[src/rtl/wb_port_arbiter.sv]
// Shares the register-file write port between pipeline writeback and buffered MDU results.
// The pipeline has priority; a registered one-cycle stall lets a starving MDU head through.
module wb_port_arbiter #(
  parameter int DEPTH    = 2,
  parameter int MAX_WAIT = 8
) (
  input  logic        clk,
  input  logic        rst_n,
  input  logic        wb_we,
  input  logic [4:0]  wb_rd,
  input  logic [31:0] wb_data,
  input  logic        mdu_valid,
  input  logic [4:0]  mdu_rd,
  input  logic [31:0] mdu_data,
  output logic        mdu_ready,
  output logic        rf_we,
  output logic [4:0]  rf_waddr,
  output logic [31:0] rf_wdata,
  output logic        pipe_stall,
  output logic [31:0] pending_mask
);
  localparam int AW = $clog2(DEPTH);
  localparam int CW = $clog2(MAX_WAIT + 1);

  logic [AW:0]      wr_ptr, rd_ptr;
  logic [4:0]       ent_rd   [DEPTH];
  logic [31:0]      ent_data [DEPTH];
  logic [DEPTH-1:0] ent_live;
  logic [CW-1:0]    wait_cnt;
  logic             stall_q;

  logic [AW-1:0] wr_idx, rd_idx;
  logic          empty, full, head_live, pipe_wr, push, pop, pipe_grant, stall_set;
  logic          grant_we;
  logic [4:0]    grant_addr;
  logic [31:0]   grant_data;

  assign wr_idx    = wr_ptr[AW-1:0];
  assign rd_idx    = rd_ptr[AW-1:0];
  assign empty     = (wr_ptr == rd_ptr);
  assign full      = (wr_idx == rd_idx) && (wr_ptr[AW] != rd_ptr[AW]);
  // Live bits are cleared on pop, so a live bit always marks an occupied slot.
  assign head_live = !empty && ent_live[rd_idx];
  assign pipe_wr   = wb_we && (wb_rd != 5'd0);
  assign mdu_ready = !full;
  assign push      = mdu_valid && !full;
  assign pipe_stall = stall_q;

  always_comb begin
    pop        = 1'b0;
    pipe_grant = 1'b0;
    grant_we   = 1'b0;
    grant_addr = 5'd0;
    grant_data = 32'd0;
    if (stall_q && head_live) begin
      pop        = 1'b1;
      grant_we   = 1'b1;
      grant_addr = ent_rd[rd_idx];
      grant_data = ent_data[rd_idx];
    end else if (pipe_wr) begin
      pipe_grant = 1'b1;
      grant_we   = 1'b1;
      grant_addr = wb_rd;
      grant_data = wb_data;
    end else if (!empty) begin
      pop        = 1'b1;
      grant_we   = head_live;
      grant_addr = ent_rd[rd_idx];
      grant_data = ent_data[rd_idx];
    end
  end

  // Gate with rst_n so no write leaks out while reset is held with WB inputs active.
  assign rf_we    = grant_we && rst_n;
  assign rf_waddr = rst_n ? grant_addr : 5'd0;
  assign rf_wdata = rst_n ? grant_data : 32'd0;

  always_comb begin
    pending_mask = 32'd0;
    for (int i = 0; i < DEPTH; i++) begin
      if (ent_live[i]) pending_mask[ent_rd[i]] = 1'b1;
    end
    pending_mask[0] = 1'b0;
  end

  assign stall_set = head_live && !pop && (wait_cnt == CW'(MAX_WAIT - 1));

  always_ff @(posedge clk or negedge rst_n) begin
    if (!rst_n) begin
      wr_ptr   <= '0;
      rd_ptr   <= '0;
      ent_live <= '0;
      wait_cnt <= '0;
      stall_q  <= 1'b0;
      for (int i = 0; i < DEPTH; i++) begin
        ent_rd[i]   <= 5'd0;
        ent_data[i] <= 32'd0;
      end
    end else begin
      if (pipe_grant) begin
        for (int i = 0; i < DEPTH; i++) begin
          if (ent_rd[i] == wb_rd) ent_live[i] <= 1'b0;
        end
      end
      if (pop) begin
        ent_live[rd_idx] <= 1'b0;
        rd_ptr           <= rd_ptr + (AW+1)'(1);
      end
      // The push slot is never the popped slot, so these writes cannot collide.
      if (push) begin
        ent_rd[wr_idx]   <= mdu_rd;
        ent_data[wr_idx] <= mdu_data;
        ent_live[wr_idx] <= (mdu_rd != 5'd0) && !(pipe_grant && (wb_rd == mdu_rd));
        wr_ptr           <= wr_ptr + (AW+1)'(1);
      end
      if (pop || !head_live) wait_cnt <= '0;
      else if (wait_cnt != CW'(MAX_WAIT)) wait_cnt <= wait_cnt + CW'(1);
      stall_q <= stall_set;
    end
  end
endmodule

[config.mk]
export PLATFORM = sky130hd
export DESIGN_NAME = wb_port_arbiter
export DESIGN_NICKNAME = d
export VERILOG_FILES = /design/src/rtl/wb_port_arbiter.sv
export SDC_FILE = /design/constraint.sdc
export NUM_CORES = 1
export LEC_CHECK = 0
export BUFFER_PORTS_ARGS = -buffer_cell sky130_fd_sc_hd__buf_2
export CORE_MARGIN = 8
export CORE_UTILIZATION = 45
export CTS_BUF_LIST = sky130_fd_sc_hd__clkbuf_4
export CTS_CLUSTER_SIZE = 16
export DETAILED_ROUTE_END_ITERATION = 7
export HOLD_SLACK_MARGIN = 0.03
export PLACE_DENSITY = 0.71
export SYNTH_ARGS = -nofsm -noshare
export SYNTH_HDL_FRONTEND = slang
export SYNTH_SLANG_ARGS = --single-unit
[constraint.sdc]
create_clock -name clk -period 6.01 [get_ports clk]
set_clock_uncertainty 0.1 [all_clocks]
set_input_delay 0.601 -clock clk [delete_from_list [all_inputs] [get_ports clk]]
set_output_delay 0.601 -clock clk [all_outputs]
set_load 0.005 [all_outputs]
==> out/results.tsv <==
stage	metric	value	unit
global_routing	grt_pass1_vias	3968	
setup_path	crit_path_max_fanout	37	
route	drt_wl_total	11800	um
timing	max_slew_margin	25.5	%
setup_path	reg2reg_to	ent_data[3]	
setup_path	end_kind	primary output	
placement	dp_hpwl	8470	um
setup_path	worst_ep_required_time	5310	ps
timing	finalCritPeriodShare	61.3	%
global_routing	gr-usage-all-layers	16.0	%
power	p_leak	2.67	nW
timing	worst_pin_slew	1120	ps
die	rows	38	
die	initial_utilization	45.6	%
synth	synth_fa_ha_area_share	0.510	%
power	powerDensity	467	nW/um2
setup_path	crit_path_start_kind	flop	
clocking	clkTransAtPathRegs	150	ps
run_status	status	complete, no violations	
setup_path	r2r_slack	2940	ps
timing	tns	0	ps
synth	netlist_top_cells_area	dfrtp_1, mux2_2, mux2i_1	
placement	io_buffers	148	
clocking	clock-root-buffer	clkbuf_4	
synth	synth_compound_area_share	15.6	%
synth	synth-main-ff-cell	dfrtp_1	
timing	grt_setup_unrepaired	no	
synth	synth_xor_area_share	3.75	%
global_routing	grt_max_degree	89	
timing	finalHoldViolations	0	
global_routing	grt_overflow	0	
clocking	cts_setup_buffers	0	
synth	netlist_instances	406	
clocking	tritoncts	done	
route	wire_per_inst	17.4	um
clocking	clkSinkCount	85	
synth	synth_edf_count	0	
die	io_pins	150	
synth	syn_nets	486	
synth	mappedNetlistArea	4900	um2
synth	synth_cell_types	45	
clocking	numCtsBuffers	9	
route	vias	3737	
clocking	cts_resized	0	
die	coreArea	10700	um2
die	die_h	120	um
placement	dp.cells	660	
route	viasPerCell	5.53	
placement	gp_congestion	0.822	
clocking	holdBufCountCts	0	
power	ir_drop	0.187	mV
timing	fmax	271	MHz
setup_path	crit_type	reg -> out	
worst_hold_path	hold_path.class	in -> async	
synth	synthMuxAreaShare	25.0	%
synth	yosys.area.top_type_share	43.4	%
finish	final_util	53.6	%
die	die_area	14500	um2
setup_path	reg2reg_from	rd_ptr[0]	
finish	antenna_cells	0	
clocking	htree_levels	3	
timing	fin_crit	3690	ps
setup_path	cp.arrival	2990	ps
global_routing	grt_pass1_wl	19300	um
route	firstDrtPassIters	4	
synth	yosysTopAreaCell	dfrtp_1	
synth	synth.avg_cell_area	12.1	um2
finish	syn_to_final_growth	17.6	%
route	drc	0	
route	postRouteAntennaNets	0	
route	drt_iter0_markers	223	
finish	layout-drive-gt1-share	51.1	%
global_routing	antenna_found_initial	0	
synth	ys_ff_latch	85	
flow_run	drv_cap	0	
clocking	clk_latency	410	ps
synth	synth_seq_area_share	43.4	%
clocking	cts_buffer_depth	2	
finish	finalNonFillerCells	676	
timing	setup_violations	0	
synth	synthSimpleGateAreaFrac	7.30	%
finish	layout.nets	611	
timing	holdWs	257	ps
timing	drv_slew	0	
setup_path	r2r_cells	4	
synth	yosys_warnings	0	
synth	async_flop_share	100	%
die	die_x	120	um
synth	synth_top_family_by_area	multiplexers	
==> synth_stat cells (2+ instances only) <==
cell type,n
nor2_1,9
or3_1,2
mux2_2,74
buf_6,5
nand3_1,8
mux2i_1,39
clkbuf_1,22
or3b_2,6
xor2_1,7
ha_1,2
o2bb2ai_2,20
nand3b_1,10
a21oi_1,4
inv_1,3
o22ai_1,32
dfrtp_1,85
nor3_1,4
buf_8,2
o2bb2ai_1,17
buf_2,5
nand2b_1,2
xnor2_1,14
nand2_1,12
==> state kept, by name, summed over array words and instances, names as in the netlist <==
register and count:
pipe_stall 1, ent_live 2, rd_ptr 2, ent_data 64, ent_rd 10, wait_cnt 4, wr_ptr 2
==> per-stage QoR <==
stage                     instance area, um2  setup slack [ps]  power (mW)
after CTS                               5760              2280        2.72
after global routing                    5760              2050        2.90
after floorplan                         4900              3380        2.07
after global placement                  5650              2800        2.38
final                                   5760              2320        2.69
after detailed placement                5650              2720        2.43
==> worst max-delay path, stage by stage (launching register included) <==
cell,delay [ps]
dfrtp_2,900
xnor2_1,250
a21oi_1,410
a22o_2,250
nand2_4,310
o2bb2ai_1,320
buf_2,150
==> cells by family after synthesis <==
| family | after synthesis |
|---|---|
| multiplexers | 113 |
| flip-flops | 85 |
| AO/OA/AOI/OAI | 84 |
| AND/OR/NAND/NOR | 61 |
| buffers and inverters | 39 |
| XOR/XNOR | 21 |
| adder cells (fa/ha/maj) | 2 |
| other | 1 |
==> routing by layer <==
metal | part of all wire (%) | track usage, %
met1 | 42 | 18.8
met2 | 51 | 28.2
met3 | 6.6 | 4.52
met4 | 0.59 | 3.98
met5 | 0 | 0
==> area by class of cell <==
class / instances / area [um2]
sequential: 85 / 2130
multi-input combinational: 282 / 2570
clock inverter: 7 / 47.5
timing repair buffer: 150 / 758
inverter: 3 / 11.3
fill: 997 / 4980
tap: 140 / 175
clock buffer: 9 / 67.6
==> cell usage in the layout, fill, tap and decap left out, types with 9 or more instances in the layout <==
cell       Yosys  routed
buf_2          5     147
dfrtp_1       85      84
mux2_2        74      74
mux2i_1       39      39
o22ai_1       32      32
o2bb2ai_2     20      20
o2bb2ai_1     17      17
xnor2_1       14      14
nand2_1       12      12
nand3b_1      10      10
nor2_1         9       9
clkbuf_4       0       9
==> power by group <==
group	switching [mW]	leakage, nW	total (mW)	internal, mW
Sequential	0.259	1.01	1.11	0.853
Clock	0.200	0.0641	0.286	0.0861
Combinational	0.606	1.60	1.29	0.686
==> worst max path at each step <==
stage                          from            to
after floorplan            wb_rd[0]  rf_wdata[10]
after global placement        rst_n   rf_waddr[4]
after detailed placement      rst_n  rf_wdata[19]
after CTS                 rd_ptr[0]  rf_wdata[19]
after global routing      rd_ptr[0]   rf_waddr[3]
final                     rd_ptr[0]   rf_waddr[3]
Note: power is estimated with default switching activity, not from simulation.
